[src/rtl/i2c_x12_seq.sv]
// i2c_x12_seq
// Runs single-register read/write transactions for one client on the
// 12-channel I2C crossbar. The block is a WISHBONE master on one crossbar
// slave port and drives the OpenCores i2c_master_top register files.
// After reset it programs the prescaler of every core and enables it.
// It then accepts one command at a time, runs the START/address/data/STOP
// byte phases by polling SR, and returns one response strobe.
//
// Ports
//   clk_i, rst_n_i            clock, asynchronous active-low reset
//   cmd_valid_i/cmd_ready_o   command handshake
//   cmd_bus_i/dev/reg/rnw/wdata  target bus, 7-bit slave address, pointer
//                             byte, read-not-write, write data
//   rsp_valid_o               one-cycle response strobe
//   rsp_data_o/nack/err       read byte, slave NACK, WB error/timeout/bad bus
//   wb_*                      WISHBONE master, adr = {bus[3:0], reg[2:0]}
module i2c_x12_seq #(
   parameter logic [15:0] PRESCALE   = 16'h00C7,
   parameter int          NUM_BUS    = 12,
   parameter int          POLL_LIMIT = 4096
) (
   input  logic       clk_i,
   input  logic       rst_n_i,
   input  logic       cmd_valid_i,
   output logic       cmd_ready_o,
   input  logic [3:0] cmd_bus_i,
   input  logic [6:0] cmd_dev_i,
   input  logic [7:0] cmd_reg_i,
   input  logic       cmd_rnw_i,
   input  logic [7:0] cmd_wdata_i,
   output logic       rsp_valid_o,
   output logic [7:0] rsp_data_o,
   output logic       rsp_nack_o,
   output logic       rsp_err_o,
   output logic       wb_cyc_o,
   output logic       wb_stb_o,
   output logic       wb_we_o,
   output logic [6:0] wb_adr_o,
   output logic [7:0] wb_dat_o,
   input  logic [7:0] wb_dat_i,
   input  logic       wb_ack_i,
   input  logic       wb_err_i,
   input  logic       wb_rty_i
);

   localparam int            PW        = $clog2(POLL_LIMIT + 1);
   localparam logic [3:0]    LAST_BUS  = 4'(NUM_BUS - 1);
   localparam logic [PW-1:0] POLL_LAST = PW'(POLL_LIMIT - 1);
   localparam logic [2:0]    A_TXR     = 3'd3;
   localparam logic [2:0]    A_CR      = 3'd4;

   typedef enum logic [3:0] {
      S_INIT, S_IDLE, S_TXR, S_CR, S_POLL, S_RXR,
      S_NACK_CR, S_NACK_POLL, S_ABORT, S_RESP
   } state_t;

   state_t        state_q, state_d;
   logic          gap_q, gap_d;
   logic [3:0]    bus_q, bus_d;
   logic [1:0]    init_idx_q, init_idx_d;
   logic [1:0]    phase_q, phase_d;
   logic [PW-1:0] poll_q, poll_d;
   logic [6:0]    dev_q, dev_d;
   logic [7:0]    reg_q, reg_d;
   logic          rnw_q, rnw_d;
   logic [7:0]    wdata_q, wdata_d;
   logic [7:0]    rsp_data_q, rsp_data_d;
   logic          rsp_nack_q, rsp_nack_d;
   logic          rsp_err_q, rsp_err_d;

   logic          acc_active, acc_we;
   logic [2:0]    acc_reg;
   logic [7:0]    acc_dat;
   logic          hit_ack, hit_err, hit_rty;
   logic          last_phase, check_ack, tip, rxack;

   // All state lives here; reset clears everything and gap_q=1 keeps the
   // bus idle until the first INIT write is issued one cycle after release.
   always_ff @(posedge clk_i or negedge rst_n_i) begin
      if (!rst_n_i) begin
         state_q    <= S_INIT;
         gap_q      <= 1'b1;
         bus_q      <= '0;
         init_idx_q <= '0;
         phase_q    <= '0;
         poll_q     <= '0;
         dev_q      <= '0;
         reg_q      <= '0;
         rnw_q      <= 1'b0;
         wdata_q    <= '0;
         rsp_data_q <= '0;
         rsp_nack_q <= 1'b0;
         rsp_err_q  <= 1'b0;
      end else begin
         state_q    <= state_d;
         gap_q      <= gap_d;
         bus_q      <= bus_d;
         init_idx_q <= init_idx_d;
         phase_q    <= phase_d;
         poll_q     <= poll_d;
         dev_q      <= dev_d;
         reg_q      <= reg_d;
         rnw_q      <= rnw_d;
         wdata_q    <= wdata_d;
         rsp_data_q <= rsp_data_d;
         rsp_nack_q <= rsp_nack_d;
         rsp_err_q  <= rsp_err_d;
      end
   end

   // Decode which register access the current state performs. Phase 2 of a
   // read is the repeated-start address; phase 3 is the RD|NACK|STO byte.
   always_comb begin
      acc_active = 1'b0;
      acc_we     = 1'b0;
      acc_reg    = A_CR;
      acc_dat    = 8'h00;
      case (state_q)
         S_INIT: begin
            acc_active = 1'b1;
            acc_we     = 1'b1;
            acc_reg    = {1'b0, init_idx_q};
            case (init_idx_q)
               2'd0:    acc_dat = PRESCALE[7:0];
               2'd1:    acc_dat = PRESCALE[15:8];
               default: acc_dat = 8'h80;
            endcase
         end
         S_TXR: begin
            acc_active = 1'b1;
            acc_we     = 1'b1;
            acc_reg    = A_TXR;
            case (phase_q)
               2'd0:    acc_dat = {dev_q, 1'b0};
               2'd1:    acc_dat = reg_q;
               default: acc_dat = rnw_q ? {dev_q, 1'b1} : wdata_q;
            endcase
         end
         S_CR: begin
            acc_active = 1'b1;
            acc_we     = 1'b1;
            case (phase_q)
               2'd0:    acc_dat = 8'h90;
               2'd1:    acc_dat = 8'h10;
               2'd2:    acc_dat = rnw_q ? 8'h90 : 8'h50;
               default: acc_dat = 8'h68;
            endcase
         end
         S_POLL, S_NACK_POLL: acc_active = 1'b1;
         S_RXR: begin
            acc_active = 1'b1;
            acc_reg    = A_TXR;
         end
         S_NACK_CR, S_ABORT: begin
            acc_active = 1'b1;
            acc_we     = 1'b1;
            acc_dat    = 8'h40;
         end
         default: acc_active = 1'b0;
      endcase
   end

   // The bus is driven straight from registered state so an asynchronous
   // reset drops cyc/stb immediately. gap_q forces one idle cycle after every
   // ack/err/rty so the crossbar arbiter can release or re-grant.
   assign wb_cyc_o    = acc_active & ~gap_q;
   assign wb_stb_o    = wb_cyc_o;
   assign wb_we_o     = wb_cyc_o & acc_we;
   assign wb_adr_o    = wb_cyc_o ? {bus_q, acc_reg} : 7'h00;
   assign wb_dat_o    = wb_we_o ? acc_dat : 8'h00;

   assign hit_ack     = wb_cyc_o & wb_ack_i;
   assign hit_err     = wb_cyc_o & wb_err_i & ~wb_ack_i;
   assign hit_rty     = wb_cyc_o & wb_rty_i & ~wb_ack_i & ~wb_err_i;

   assign last_phase  = rnw_q ? (phase_q == 2'd3) : (phase_q == 2'd2);
   assign check_ack   = !(rnw_q && phase_q == 2'd3);
   assign tip         = wb_dat_i[1];
   assign rxack       = wb_dat_i[7];

   assign cmd_ready_o = (state_q == S_IDLE);
   assign rsp_valid_o = (state_q == S_RESP);
   assign rsp_data_o  = rsp_valid_o ? rsp_data_q : 8'h00;
   assign rsp_nack_o  = rsp_valid_o & rsp_nack_q;
   assign rsp_err_o   = rsp_valid_o & rsp_err_q;

   // Sequencer: every access state waits for its handshake, a retry just
   // stays put (the same access is reissued after the gap cycle).
   always_comb begin
      state_d    = state_q;
      gap_d      = hit_ack | hit_err | hit_rty;
      bus_d      = bus_q;
      init_idx_d = init_idx_q;
      phase_d    = phase_q;
      poll_d     = poll_q;
      dev_d      = dev_q;
      reg_d      = reg_q;
      rnw_d      = rnw_q;
      wdata_d    = wdata_q;
      rsp_data_d = rsp_data_q;
      rsp_nack_d = rsp_nack_q;
      rsp_err_d  = rsp_err_q;
      case (state_q)
         S_INIT: begin
            if (hit_ack || hit_err) begin
               if (hit_err || init_idx_q == 2'd2) begin
                  init_idx_d = 2'd0;
                  if (bus_q == LAST_BUS) state_d = S_IDLE;
                  else                   bus_d   = bus_q + 4'd1;
               end else begin
                  init_idx_d = init_idx_q + 2'd1;
               end
            end
         end
         S_IDLE: begin
            if (cmd_valid_i) begin
               bus_d      = cmd_bus_i;
               dev_d      = cmd_dev_i;
               reg_d      = cmd_reg_i;
               rnw_d      = cmd_rnw_i;
               wdata_d    = cmd_wdata_i;
               phase_d    = 2'd0;
               rsp_data_d = 8'h00;
               rsp_nack_d = 1'b0;
               rsp_err_d  = cmd_bus_i > LAST_BUS;
               state_d    = (cmd_bus_i > LAST_BUS) ? S_RESP : S_TXR;
            end
         end
         S_TXR: begin
            if (hit_ack)      state_d = S_CR;
            else if (hit_err) state_d = S_ABORT;
         end
         S_CR, S_NACK_CR: begin
            if (hit_ack) begin
               poll_d  = '0;
               state_d = (state_q == S_CR) ? S_POLL : S_NACK_POLL;
            end else if (hit_err) begin
               state_d = S_ABORT;
            end
         end
         S_POLL, S_NACK_POLL: begin
            if (hit_err) begin
               state_d = S_ABORT;
            end else if (hit_ack) begin
               if (tip) begin
                  if (poll_q == POLL_LAST) state_d = S_ABORT;
                  else                     poll_d  = poll_q + PW'(1);
               end else if (state_q == S_NACK_POLL) begin
                  rsp_nack_d = 1'b1;
                  state_d    = S_RESP;
               end else if (check_ack && rxack) begin
                  state_d = S_NACK_CR;
               end else if (last_phase) begin
                  state_d = rnw_q ? S_RXR : S_RESP;
               end else begin
                  phase_d = phase_q + 2'd1;
                  state_d = (rnw_q && phase_q == 2'd2) ? S_CR : S_TXR;
               end
            end
         end
         S_RXR: begin
            if (hit_ack) begin
               rsp_data_d = wb_dat_i;
               state_d    = S_RESP;
            end else if (hit_err) begin
               state_d = S_ABORT;
            end
         end
         S_ABORT: begin
            // Best-effort STOP: an error on this write is not reported twice.
            if (hit_ack || hit_err) begin
               rsp_data_d = 8'h00;
               rsp_nack_d = 1'b0;
               rsp_err_d  = 1'b1;
               state_d    = S_RESP;
            end
         end
         S_RESP:  state_d = S_IDLE;
         default: state_d = S_INIT;
      endcase
   end

endmodule

[config.mk]
export PLATFORM = sky130hd
export DESIGN_NAME = i2c_x12_seq
export DESIGN_NICKNAME = d
export VERILOG_FILES = /design/src/rtl/i2c_x12_seq.sv
export SDC_FILE = /design/constraint.sdc
export NUM_CORES = 1
export LEC_CHECK = 0
export ABC_AREA = 0
export BUFFER_PORTS_ARGS = -buffer_cell sky130_fd_sc_hd__buf_4
export CAP_MARGIN = 20
export CORE_UTILIZATION = 55
export DETAILED_ROUTE_END_ITERATION = 8
export PLACE_DENSITY_LB_ADDON = 0.3
export SETUP_SLACK_MARGIN = 0.4
export SLEW_MARGIN = 20
export SYNTH_ARGS = -nofsm -noshare
export SYNTH_HDL_FRONTEND = slang
export SYNTH_SLANG_ARGS = --single-unit
[constraint.sdc]
create_clock -name clk_i -period 2.23 [get_ports clk_i]
set_input_delay 0.1115 -clock clk_i [delete_from_list [all_inputs] [get_ports clk_i]]
set_output_delay 0.1115 -clock clk_i [all_outputs]
set_load 0.1 [all_outputs]
==> results of run 1 <==
## through the flow
step / utilization / instances / hold slack (ns) / area (um2) / setup slack, ns
global placement: 0.700 / 577 / 0.235 / 4760 / 0.253
CTS: 0.889 / 645 / 0.00255 / 6040 / 0.180
floorplan: - / 418 / -0.184 / 4160 / 0.0437
detailed placement: 0.700 / 577 / 0.237 / 4760 / 0.275
## cell families after synthesis
logic type                 after synthesis
adders and majority gates               10
DFF                                     60
buffers and inverters                   36
xor gates and xnor gates                14
and+or+nand+nor                        163
muxes                                   28
AOI/OAI and AO/OA                      107
## timing repair
item                       in CTS
setup endpoints to repair      82
resized for setup             136
cloned                          3
hold buffers                   21
pin swaps                      31
buffers inserted               29
hold endpoints to repair       79
==> summary.txt, run 1 <==
Yosys
  – Synth Area in Simple Gates: 0.233
  – Post-synth cell types: 73
  – Mapped Area: between 0.003 and 0.004 mm2
  – Synth Flop Type: dfrtp_1
  – Largest family of logic cells by synthesized area: simple AND/OR/NAND/NOR gates
  – Number of synthesized register bits: 60
  – Post-Synth Adder-Cell Area: 0.0324
  – Syn_area_per_cell: roughly 9 um2
  – Synth Area in XOR/XNOR: 0.0337
  – Mapped Cells: about 420
  – Yosys Warn Count: 0
  – Syn nets: 470
  – Main area contributors after synthesis: dfrtp_1 (38%), mux2_1 (4.7%), nor2_1 (3.8%)
  – EDFF count, synth: 0
  – Post-synthesis compound-gate area fraction: 0.185
  – Largest area contributor in the synthesized netlist: dfrtp_1
  – Yosys top cell area share: 0.383
  – Post-synthesis mux area share: 0.0821
  – Most frequent cell after synthesis: dfrtp_1
  – Ys async rst share: 1.00
  – Post-synth top cells: dfrtp_1 (59), nor2_1 (39), nand2_1 (38), a21oi_1 (23), o21ai_0 (22)
  – Sequential area share after synthesis: 0.390

Clock network
  – CTS H-tree lvls: 3
  – CTS max path bufs: 2
  – Clk Tree Root Cell: clkbuf_8
  – CTS Sinks: 60
  – TritonCTS buffer count: 9

Run status
  – Status: aborted with a tool error
  – Stop err: [ERROR DPL-0038] Utilization greater than 100%, impossible to legalize
  – Fail Step: 5_1_grt

Place
  – Gpl congestion: 0.914
  – Port bufs: slightly above 70
  – Post-DP HPWL: between 7 and 8 mm

Die
  – Die Height: roughly 86 um
  – IO Count: just over 70
  – Initial Utilization: 0.568
  – Die Wd: 85.7 um
  – Rows: 30

Timing
  – Worst_ep kind: output port
  – Worst Endpoint after GRT Repair: wb_dat_o[7]

Global routing
  – Largest net degree at the start of global routing: 61
==> inputs of run 2 (changes only) <==
Settings changed: CORE_UTILIZATION 55 to 40, PLACE_DENSITY_LB_ADDON 0.3 to 0.15, SETUP_SLACK_MARGIN 0.4 to unset.
==> run 2 against run 1 <==
Net effect: the run now ends clean; synthesized cell count is the same; synthesized area is the same.
==> summary.txt, run 2 <==
Global routing
  – Largest net degree at the start of global routing: a little over 60
  – Global Route Usage Sum: 0.216
  – GR Overflow Total: 0
  – Initial antenna violation count: 0
  – Global-route wire length before repair: approximately 17 mm
  – Vias in the first global route: between 3k and 4k

Yosys
  – Syn nets: 470 (unchanged)
  – Post-synth cell types: 73 (unchanged)
  – Largest area contributor in the synthesized netlist: dfrtp_1
  – EDFF count, synth: 0 (unchanged)
  – Number of synthesized register bits: 60 (unchanged)
  – Most frequent cell after synthesis: dfrtp_1
  – Yosys Warn Count: 0 (unchanged)
  – Yosys top cell area share: 0.383 (unchanged)
  – Syn_area_per_cell: 9.23 um2 (unchanged)
  – Sequential area share after synthesis: 0.390 (unchanged)
  – Main area contributors after synthesis: dfrtp_1 (38%), mux2_1 (4.7%), nor2_1 (3.8%)
  – Mapped Area: 0.00386 mm2 (unchanged)
  – Ys async rst share: 1.00 (unchanged)
  – Post-synth top cells: dfrtp_1 (59), nor2_1 (39), nand2_1 (38), a21oi_1 (23), o21ai_0 (22)
  – Mapped Cells: 418 (unchanged)
  – Synth Flop Type: dfrtp_1

Power
  – Power per Cell Area: between 1000 and 1500 mW/mm2
  – Power Total: ~7.5 mW
  – VDD IR-drop max: about 1.3 mV
  – Leakage power: between 2 and 2.5 nW

Timing
  – Final min period: 2.14 ns
  – Max-slew violation count: 0
  – Clock Skew: 0.0157 ns
  – Total negative setup slack: 0 ns
  – F_max: around 470 MHz
  – Final setup fails: 0
  – Final period utilization: 0.959
  – Worst-margin pin slew: approximately 0.79 ns
  – Relative slew slack: 0.476
  – Final hold violation count: 0
  – Unrepaired setup endpoints after global routing: yes

Cells and area
  – Nets: between 500 and 600
  – Most frequent cells in the layout: buf_4 (89), dfrtp_1 (54), nand2_1 (37)
  – Antenna cells: 0
  – Layout cells sized above 1: 0.344
  – Reg with most FFs: poll_q
  – Register area: between 0.0015 and 0.002 mm2
  – Post-layout util: 0.576
  – Max FFs per register: 13
  – Area growth, synth to finish: 38.7%
  – Commonest non-fill, non-tap cell in the layout: buf_4
  – Fill cell count: around 860
  – Multi-input combinational cell area: between 0.002 and 0.0025 mm2

Routing
  – Detailed Route WL: just over 10 mm
  – DR DRC count: 0
  – Antenna Violating Nets Remaining: 0
  – Initial DRC count: 120
  – DR vias/cell: about 5.2
  – Via count: 3,485
  – DR WL/cell: 15.5 um
  – First-pass iteration count of the detailed router: 4

Die
  – Initial Utilization: 0.415 (-0.152)
  – Rows: 35 (+17%)
  – Die area: roughly 0.01 mm2
  – IO Count: 72 (unchanged)
  – Die Height: 100 um (+17%)
  – Die Wd: 100 um (+17%)
  – Placeable Area: ~0.0093 mm2

Setup path
  – Arrival @ worst endpoint: about 2 ns
  – Critical path peak fanout: 9
  – Worst setup path class: reg2out
  – Startpoint Class: flip-flop
  – Req. time, crit path: roughly 2.1 ns
  – Setup crit end kind: output port

Place
  – Gpl congestion: 0.874 (-4.4%)
  – Port bufs: 71 (unchanged)
  – Post-DP HPWL: 7.19 mm (+1.7%)

Clock network
  – TritonCTS buffer count: 9 (unchanged)
  – CTS tree: done
  – Clock Latency Late Sink: 0.35 ns
  – Clk Tree Root Cell: clkbuf_8
  – Clock-pin slew on the worst setup and hold paths: 0.06 ns
  – CTS H-tree lvls: 3 (unchanged)
  – CTS max path bufs: 2 (unchanged)
  – CTS Sinks: 60 (unchanged)

Run status
  – Status: completed

Flow run
  – Maxcap violations: 0

Hold path
  – Tightest Hold Check Type: in2reg
-- run 2: cell counts after synthesis --
No cell type changed its count.
-- run 2: cell families (layout without fill, tap and decap cells) --
logic type / after synthesis / count (layout) / share of synthesized area
and+or+nand+nor: 163 / 163 / 0.233
AOI/OAI and AO/OA: 107 / 107 / 0.185
DFF: 60 / 60 / 0.390
buffers and inverters: 36 / 158 / 0.0441
muxes: 28 / 28 / 0.0821
xor gates and xnor gates: 14 / 14 / 0.0337
adders and majority gates: 10 / 10 / 0.0324
-- run 2: final timing paths --
| path | from | end | slack (ns) | cells past startpoint |
|---|---|---|---|---|
| max | state_q[3]$_DFFE_PN0P_ | wb_adr_o[5] | 0.09 | 5 |
| min | wb_dat_i[6] | rsp_data_q[6]$_DFFE_PN0P_ | 0.01 | 3 |
| max reg2reg | state_q[1]$_DFFE_PN0P_ | state_q[3]$_DFFE_PN0P_ | 0.15 | 6 |
| min reg2reg | rsp_data_q[6]$_DFFE_PN0P_ | rsp_data_q[6]$_DFFE_PN0P_ | 0.48 | 2 |
| max in group asynchronous | rst_n_i | phase_q[1]$_DFFE_PN0P_ | 1.26 | 2 |
| min in group asynchronous | rst_n_i | rsp_data_q[4]$_DFFE_PN0P_ | 0.36 | 2 |
-- run 2: area by class of cell --
type | count | area share
multi-input combinational | 322 | 0.437
tap | 129 | 0.0302
timing repair buffer | 129 | 0.208
inverter | 13 | 0.00912
sequential | 60 | 0.282
clock inverter | 4 | 0.00444
clock buffer | 12 | 0.0290
-- run 2: where the power goes --
part           internal [mW]  total [mW]  leakage [nW]  switching [mW]
logic                   1.67        4.73          1.43            3.06
clock network          0.460       0.910        0.0961           0.450
registers               1.48        1.86         0.759           0.385
-- run 2: per-layer routing --
metal / part of all wire / global-route usage / vias to the layer above / wire [um]
met5: 0 / 0 / - / 0
li1: - / - / 1735 / -
met3: 0.039 / 0.0404 / 11 / 400
met1: 0.46 / 0.288 / 1666 / 4820
met4: 0.014 / 0.0624 / 0 / 148
met2: 0.48 / 0.357 / 73 / 5010
-- run 2: through the flow --
stage / cells / setup slack (ns) / hold slack (ns) / instance area (um2)
6_report: 669 / 0.0904 / 0.0114 / 5350
5_1_grt: 669 / -0.0158 / 0.00910 / 5350
4_1_cts: 661 / -0.0382 / 0.00184 / 5220
3_3_place_gp: 614 / 0.165 / 0.240 / 4680
2_1_floorplan: 418 / -0.511 / -0.184 / 3960
3_5_place_dp: 614 / 0.136 / 0.245 / 4680
-- run 2: worst max-delay path, stage by stage, from the launching register on --
cell and delay (ns):
dfrtp_2 0.47, buf_4 0.20, o21a_1 0.17, nor3_4 0.36, and2_4 0.21, buf_4 0.28
-- run 2: repair_timing --
| item | CTS | global route |
|---|---|---|
| hold endpoints to repair | 88 | 0 |
| resized for setup | 17 | 20 |
| setup endpoints to repair | 10 | 23 |
| setup buffers | 1 | 8 |
| pin swaps | 0 | 3 |
| hold buffers | 30 | 0 |
Note: power is estimated with default switching activity, not from simulation.
